`config.mk`:
```
export PLATFORM = sky130hd
export DESIGN_NAME = rv_cpu
export DESIGN_NICKNAME = d
export VERILOG_FILES = /design/src/rtl/rv_cpu.sv
export SDC_FILE = /design/constraint.sdc
export NUM_CORES = 2
export LEC_CHECK = 0
export ABC_AREA = 1
export BUFFER_PORTS_ARGS = -buffer_cell sky130_fd_sc_hd__buf_2
export CORE_MARGIN = 5
export CORE_UTILIZATION = 40
export DETAILED_ROUTE_END_ITERATION = 10
export GPL_TIMING_DRIVEN = 0
export PLACE_DENSITY_LB_ADDON = 0.3
export SYNTH_ARGS = -nofsm -noshare
export SYNTH_HDL_FRONTEND = slang
export SYNTH_SLANG_ARGS = --single-unit
export TNS_END_PERCENT = 30
```
`constraint.sdc`:
```
create_clock -name clk -period 4.94 [get_ports clk]
set_clock_uncertainty 0.15 [all_clocks]
set_input_delay 0.741 -clock clk [delete_from_list [all_inputs] [get_ports clk]]
set_output_delay 0.741 -clock clk [all_outputs]
set_load 0.03 [all_outputs]
```
`src/rtl/rv_cpu.sv`:
```
// rv_cpu: single-cycle RV32I-subset core with a fixed 32-word program ROM,
// a 32x32 register file and a 32-word data RAM. The low ten bits of x10
// are the only architectural output.
module rv_cpu (
  input  logic       clk,
  input  logic       reset,
  output logic [9:0] out
);

  localparam logic [6:0]  OP_R      = 7'b0110011;
  localparam logic [6:0]  OP_IMM    = 7'b0010011;
  localparam logic [6:0]  OP_LOAD   = 7'b0000011;
  localparam logic [6:0]  OP_STORE  = 7'b0100011;
  localparam logic [6:0]  OP_BRANCH = 7'b1100011;
  localparam logic [6:0]  OP_JAL    = 7'b1101111;
  localparam logic [31:0] NOP_WORD  = 32'h0000_0013;

  // {funct7, funct3} selectors for the register-register ALU group
  localparam logic [9:0] FN_ADD = {7'b0000000, 3'b000};
  localparam logic [9:0] FN_SUB = {7'b0100000, 3'b000};
  localparam logic [9:0] FN_SLT = {7'b0000000, 3'b010};
  localparam logic [9:0] FN_XOR = {7'b0000000, 3'b100};
  localparam logic [9:0] FN_OR  = {7'b0000000, 3'b110};
  localparam logic [9:0] FN_AND = {7'b0000000, 3'b111};

  logic [31:0] pc_r;
  logic [31:0] regs_r [0:31];
  logic [31:0] dmem_r [0:31];

  logic [31:0] instr_s;
  logic [6:0]  opcode_s;
  logic [4:0]  rd_s;
  logic [4:0]  rs1_s;
  logic [4:0]  rs2_s;
  logic [2:0]  funct3_s;
  logic [6:0]  funct7_s;
  logic [31:0] imm_i_s;
  logic [31:0] imm_st_s;
  logic [31:0] imm_b_s;
  logic [31:0] imm_j_s;
  logic [31:0] rs1_val_s;
  logic [31:0] rs2_val_s;
  logic [31:0] pc_plus4_s;
  logic [4:0]  load_idx_s;
  logic [4:0]  store_idx_s;
  logic [31:0] load_data_s;
  logic        wb_en_s;
  logic [31:0] wb_data_s;
  logic        mem_we_s;
  logic [31:0] next_pc_s;

  // Program ROM; every word past the halt loop is a NOP.
  function automatic logic [31:0] rom_word(input logic [4:0] idx);
    case (idx)
      5'd0:    rom_word = 32'h0050_0093; // addi x1,x0,5
      5'd1:    rom_word = 32'h0030_0113; // addi x2,x0,3
      5'd2:    rom_word = 32'h0020_8533; // add  x10,x1,x2
      5'd3:    rom_word = 32'h4020_8533; // sub  x10,x1,x2
      5'd4:    rom_word = 32'h0020_F533; // and  x10,x1,x2
      5'd5:    rom_word = 32'h0020_E533; // or   x10,x1,x2
      5'd6:    rom_word = 32'h0020_C533; // xor  x10,x1,x2
      5'd7:    rom_word = 32'h0011_2533; // slt  x10,x2,x1
      5'd8:    rom_word = 32'h0010_2023; // sw   x1,0(x0)
      5'd9:    rom_word = 32'h0000_2503; // lw   x10,0(x0)
      5'd10:   rom_word = 32'h0040_0193; // addi x3,x0,4
      5'd11:   rom_word = 32'h0645_0513; // addi x10,x10,100
      5'd12:   rom_word = 32'hFFF1_8193; // addi x3,x3,-1
      5'd13:   rom_word = 32'hFE01_9CE3; // bne  x3,x0,-8
      5'd14:   rom_word = 32'h0000_006F; // jal  x0,0 (halt)
      default: rom_word = NOP_WORD;
    endcase
  endfunction

  // RAM word index of base+offset; the two byte-offset bits are dropped.
  function automatic logic [4:0] word_idx(input logic [31:0] base, input logic [31:0] offs);
    logic [31:0] sum;
    sum = base + offs;
    return sum[6:2];
  endfunction

  assign instr_s  = rom_word(pc_r[6:2]);
  assign opcode_s = instr_s[6:0];
  assign rd_s     = instr_s[11:7];
  assign funct3_s = instr_s[14:12];
  assign rs1_s    = instr_s[19:15];
  assign rs2_s    = instr_s[24:20];
  assign funct7_s = instr_s[31:25];

  assign imm_i_s  = {{20{instr_s[31]}}, instr_s[31:20]};
  assign imm_st_s = {{20{instr_s[31]}}, instr_s[31:25], instr_s[11:7]};
  assign imm_b_s  = {{19{instr_s[31]}}, instr_s[31], instr_s[7], instr_s[30:25], instr_s[11:8], 1'b0};
  assign imm_j_s  = {{11{instr_s[31]}}, instr_s[31], instr_s[19:12], instr_s[20], instr_s[30:21], 1'b0};

  // x0 is forced to zero on read so it never depends on stored contents.
  assign rs1_val_s   = (rs1_s == 5'd0) ? 32'd0 : regs_r[rs1_s];
  assign rs2_val_s   = (rs2_s == 5'd0) ? 32'd0 : regs_r[rs2_s];
  assign pc_plus4_s  = pc_r + 32'd4;
  assign load_idx_s  = word_idx(rs1_val_s, imm_i_s);
  assign store_idx_s = word_idx(rs1_val_s, imm_st_s);
  assign load_data_s = dmem_r[load_idx_s];

  // Decode/execute: choose writeback, store enable and next PC; unknown encodings act as NOP.
  always_comb begin
    wb_en_s   = 1'b0;
    wb_data_s = 32'd0;
    mem_we_s  = 1'b0;
    next_pc_s = pc_plus4_s;
    case (opcode_s)
      OP_R: begin
        wb_en_s = 1'b1;
        case ({funct7_s, funct3_s})
          FN_ADD:  wb_data_s = rs1_val_s + rs2_val_s;
          FN_SUB:  wb_data_s = rs1_val_s - rs2_val_s;
          FN_SLT:  wb_data_s = {31'd0, ($signed(rs1_val_s) < $signed(rs2_val_s))};
          FN_XOR:  wb_data_s = rs1_val_s ^ rs2_val_s;
          FN_OR:   wb_data_s = rs1_val_s | rs2_val_s;
          FN_AND:  wb_data_s = rs1_val_s & rs2_val_s;
          default: wb_en_s   = 1'b0;
        endcase
      end
      OP_IMM: begin
        if (funct3_s == 3'b000) begin
          wb_en_s   = 1'b1;
          wb_data_s = rs1_val_s + imm_i_s;
        end else begin
          wb_en_s   = 1'b0;
        end
      end
      OP_LOAD: begin
        if (funct3_s == 3'b010) begin
          wb_en_s   = 1'b1;
          wb_data_s = load_data_s;
        end else begin
          wb_en_s   = 1'b0;
        end
      end
      OP_STORE: begin
        if (funct3_s == 3'b010) begin
          mem_we_s = 1'b1;
        end else begin
          mem_we_s = 1'b0;
        end
      end
      OP_BRANCH: begin
        case (funct3_s)
          3'b000: begin
            if (rs1_val_s == rs2_val_s) begin
              next_pc_s = pc_r + imm_b_s;
            end else begin
              next_pc_s = pc_plus4_s;
            end
          end
          3'b001: begin
            if (rs1_val_s != rs2_val_s) begin
              next_pc_s = pc_r + imm_b_s;
            end else begin
              next_pc_s = pc_plus4_s;
            end
          end
          default: next_pc_s = pc_plus4_s;
        endcase
      end
      OP_JAL: begin
        wb_en_s   = 1'b1;
        wb_data_s = pc_plus4_s;
        next_pc_s = pc_r + imm_j_s;
      end
      default: begin
        wb_en_s = 1'b0;
      end
    endcase
  end

  // Architectural state update; reset clears PC, registers and RAM and overrides the instruction.
  always_ff @(posedge clk) begin
    if (reset) begin
      pc_r <= 32'd0;
      for (int i = 0; i < 32; i++) begin
        regs_r[i] <= 32'd0;
        dmem_r[i] <= 32'd0;
      end
    end else begin
      pc_r <= next_pc_s;
      if (wb_en_s && (rd_s != 5'd0)) begin
        regs_r[rd_s] <= wb_data_s;
      end
      if (mem_we_s) begin
        dmem_r[store_idx_s] <= rs2_val_s;
      end
    end
  end

  assign out = regs_r[10][9:0];

endmodule

```
==> results.py <==
metrics = {
    "layout": {
        "layout.cell_area.non_filler_um2": 91500,
        "syn_to_final_growth_pct": 21.0,
        "sequential_cell_area_um2": 42400,
        "count_of_filler_cells_inserted_in_the_layout": 17300,
        "finish.net_count": 8487,
        "multi_input_area_um2": 31900,
        "final_cell_mix": "1,791 x nor2_1, 1,376 x edfxtp_1, 670 x nand2_1",
        "layout_commonest_cell": "nor2_1",
        "layout-drive-gt1-share_pct": 16.6,
    },
    "floorplanning": {
        "i_o_pins": 12,
        "design.die.area_um2": 198000,
        "placementRows": 159,
        "floorplan.die.height_um": 445,
        "start_util_pct": 40.2,
        "core_region_area_um2": 188000,
        "fp.dieW_um": 445,
    },
    "power": {
        "p_clk_share_pct": 31.5,
        "design_power_total_mw": 36.4,
        "p_sw_share_pct": 35.6,
        "internal_power_mw": 23.5,
        "power_frac_comb_pct": 30.4,
        "leakage_nw": 35.9,
        "power_switching_mw": 13.0,
        "power.share.sequential_pct": 38.1,
        "power-per-cell-area_nw_per_um2": 398,
        "vdd_drop_max_v": 0.000266,
    },
    "logic_synthesis": {
        "yosysUniqueCellTypes": 58,
        "post_synth_instance_area_um2": 75600,
        "synth_nets": 8121,
        "avg_synthesized_cell_area_um2": 9.53,
        "synth-seq-cells": 1428,
        "netlist_instances": 7935,
        "async_flop_share_pct": 0,
        "synth_enable_flop_cells": 1376,
        "yosysWarningCount": 0,
        "synth_flop_cell": "edfxtp_1",
        "sequential_fraction_of_the_synthesis_area_pct": 56.0,
    },
    "sta": {
        "setup_ws_ns": -0.282,
        "timing.final.crit_period_ns": 5.22,
        "timing.max_slew.rel_slack_pct": 5.78,
        "rsz0062_at_grt": "yes",
        "worst_slew_pin_slew_ns": 1.41,
        "slew_violations": 0,
        "timing.final.crit_share_pct": 106,
        "clock.fmax_mhz": 191,
        "setup-violations-final": 455,
        "timing_hold_violations_final": 0,
        "finalSetupTns_ns": -38.35,
    },
    "place": {
        "post-place-ws_ns": -3.73,
        "placed_area_um2": 79500,
        "gp_routability_congestion": 1.03,
        "numPortBuffers": 10,
        "dp_hpwl_um": 239000,
    },
    "clocking": {
        "cts-htree-levels": 4,
        "clk_path_buf_depth": 3,
        "cts_tree": "yes",
        "tritoncts.num_buffers": 151,
        "clock_insertion_delay_worst_skew_ns": 0.85,
        "post_cts_hold_buffer_count": 0,
        "cts_root_buffer": "clkbuf_16",
        "clkTransAtPathRegs_ns": 0.06,
        "numClockSinks": 1428,
    },
    "critical_path": {
        "endpoint_kind": "register",
        "register_to_register_path_depth": 20,
        "worst-endpoint-required_ns": 5.30,
        "cp.arrival_ns": 5.59,
        "path_max_fanout": 10,
        "flop_to_flop_setup_slack_ns": -0.28,
        "worst_setup_path_start_kind": "register",
        "setup.worst_path.class": "reg -> reg",
        "regToRegEndpoint": "regs_r[24][27]",
        "timing.rr.start": "pc_r[6]",
    },
    "job": {
        "max_cap_violations": 0,
    },
    "routing": {
        "routed-via-count": 66800,
        "remaining_drc_errors": 0,
        "route.antenna.remaining_nets": 0,
        "via_per_inst": 6.11,
        "drt-total-wl_um": 333000,
        "detailedRoute.firstPassIterationCount": 7,
        "detail_route.wl_per_cell_um": 30.5,
        "dr.first_iter.drc_count": 10700,
    },
    "global_routing": {
        "grt_util_met3_pct": 9.54,
        "grt_max_degree": 33,
        "grtUsageTotal_pct": 32.1,
        "grt_antenna_before_repair": 14,
        "groute.layer.met2.usage_pct": 48.1,
        "globalRouteOverflowTotal": 0,
        "grt_most_used_layer": "met2",
        "grt_pass1_vias": 62200,
        "wire_length_of_the_first_global_routing_pass_um": 457000,
        "met1_usage_pct": 41.7,
    },
    "status": {
        "failed_checks": "negative setup slack",
        "outcome": "finished, violations left",
    },
    "min_path": {
        "startpoint_of_the_tightest_hold_check_path": "reset",
        "worst_hold_path_type": "in -> reg",
        "holdPathEnd": "pc_r[31]",
        "hold_path_depth": 2,
    },
}
-- worst max-delay path: stages (launching register included) --
cell	delay (ns)
dfxtp_4	0.39
buf_4	0.21
nor2_2	0.45
nand2_1	0.18
nand2_4	0.17
ha_2	0.22
fa_2	0.28
nand3_1	0.15
nand2_2	0.16
xor2_4	0.17
buf_12	0.15
buf_4	0.23
clkbuf_8	0.27
o21ai_0	0.15
o211ai_1	0.35
nand3_2	0.27
nand3_4	0.19
o21ai_1	0.13
a21oi_4	0.31
buf_4	0.22
a21oi_1	0.07
-- metrics by stage --
stage,utilization (%),hold WS [ns],instances
final,48.7,0.193,10900
after floorplan,-,0.336,7935
after global routing,48.7,0.172,10900
after global placement,41.9,0.495,10400
after CTS,47.6,0.149,10800
after detailed placement,42.3,0.513,10500
-- registers in the layout, indices dropped and copies added (netlist names), named ones only --
name	flops
dmem_r	1024
pc_r	31
regs_r	352
-- Yosys cell counts (2+ instances only) --
| master | number | area share, % |
|---|---|---|
| nand3_1 | 300 | 2.0 |
| xnor2_1 | 19 | 0.22 |
| o21bai_1 | 18 | 0.18 |
| o211ai_1 | 53 | 0.53 |
| nand4_1 | 40 | 0.33 |
| o22ai_1 | 67 | 0.55 |
| a21o_1 | 36 | 0.36 |
| nand3b_1 | 4 | 0.040 |
| buf_2 | 137 | 0.91 |
| o21ai_1 | 11 | 0.073 |
| o21a_1 | 9 | 0.089 |
| o2111ai_1 | 3 | 0.035 |
| o21ai_0 | 646 | 4.3 |
| a21oi_1 | 532 | 3.5 |
| xor2_4 | 2 | 0.073 |
| a22oi_1 | 3 | 0.030 |
| nand2_2 | 3 | 0.025 |
| buf_1 | 19 | 0.094 |
| o221ai_1 | 146 | 1.7 |
| a221oi_1 | 12 | 0.14 |
| nor4_1 | 9 | 0.074 |
| o31ai_1 | 6 | 0.060 |
| nor3_1 | 40 | 0.26 |
| clkinv_1 | 7 | 0.035 |
| a31oi_1 | 28 | 0.23 |
| nor3b_1 | 3 | 0.030 |
| nor3_2 | 5 | 0.066 |
| nand2_1 | 831 | 4.1 |
| edfxtp_1 | 1376 | 55 |
| ha_1 | 180 | 3.0 |
| fa_1 | 4 | 0.11 |
| and3_1 | 2 | 0.017 |
| nand3_2 | 2 | 0.026 |
| mux2i_1 | 443 | 5.9 |
| xor2_1 | 39 | 0.45 |
| a211oi_1 | 6 | 0.060 |
| a21boi_0 | 9 | 0.089 |
| buf_4 | 10 | 0.099 |
| clkbuf_1 | 413 | 2.0 |
| nor2_2 | 13 | 0.11 |
| or2_2 | 25 | 0.21 |
| inv_1 | 500 | 2.5 |
| nor2_1 | 1837 | 9.1 |
| inv_2 | 22 | 0.11 |
| dfxtp_1 | 52 | 1.4 |
-- power groups by stage --
stage / clock network (mW) / registers (mW) / logic, mW
4_1_cts: 11.4 / 13.9 / 9.94
3_3_place_gp: 0 / 14.1 / 8.36
6_report: 11.5 / 13.9 / 11.1
2_1_floorplan: 0 / 14.1 / 4.68
3_5_place_dp: 0 / 14.1 / 8.45
5_1_grt: 11.9 / 13.9 / 11.2
-- final cells by class --
type                            instances  area share, %
Timing Repair Buffer                  228           2.69
Clock inverter                         84          0.942
Tap cell                             2495           3.41
Sequential cell                      1428           46.3
Antenna cell                            8         0.0219
Multi-Input combinational cell       5408           34.9
Inverter                              529           2.21
Clock buffer                          190           4.37
Buffer                                555           5.14
-- worst max path at each step --
stage	from	slack, ns	cells past startpoint	end
floorplan	register	0.14	19	dmem_r[15][0]
global placement	register	-3.62	20	regs_r[8][10]
detailed placement	register	-3.73	20	regs_r[8][10]
CTS	register	-0.13	21	dmem_r[19][6]
global route	pc_r[6]	-0.15	28	regs_r[8][26]
finish	pc_r[6]	-0.28	20	regs_r[24][27]
-- metal layers --
layer	share of wire, %	routed length, µm	vias up
met2	43	142000	5133
li1	-	-	28300
met1	36	120000	32300
met3	14	45800	1020
met4	7.3	24300	12
met5	0.032	108	-
-- logic make-up (layout without fill, tap and decap cells) --
group | after synthesis | count (layout) | synth area share, %
and+or+nand+nor | 3116 | 3125 | 16.4
muxes | 443 | 443 | 5.86
other | 0 | 8 | 0
DFF | 1428 | 1428 | 56.0
adders and majority gates | 184 | 184 | 3.08
buffers and inverters | 1108 | 1586 | 5.78
xor gates and xnor gates | 61 | 61 | 0.766
AOI/OAI and AO/OA | 1595 | 1595 | 12.1
-- repair_timing --
action	CTS	global route
resized for setup	1216	447
setup endpoints to repair	2804	1851
pin swaps	88	77
cloned	6	8
buffers inserted	114	70
No activity file was read; power rests on OpenSTA's default activity.
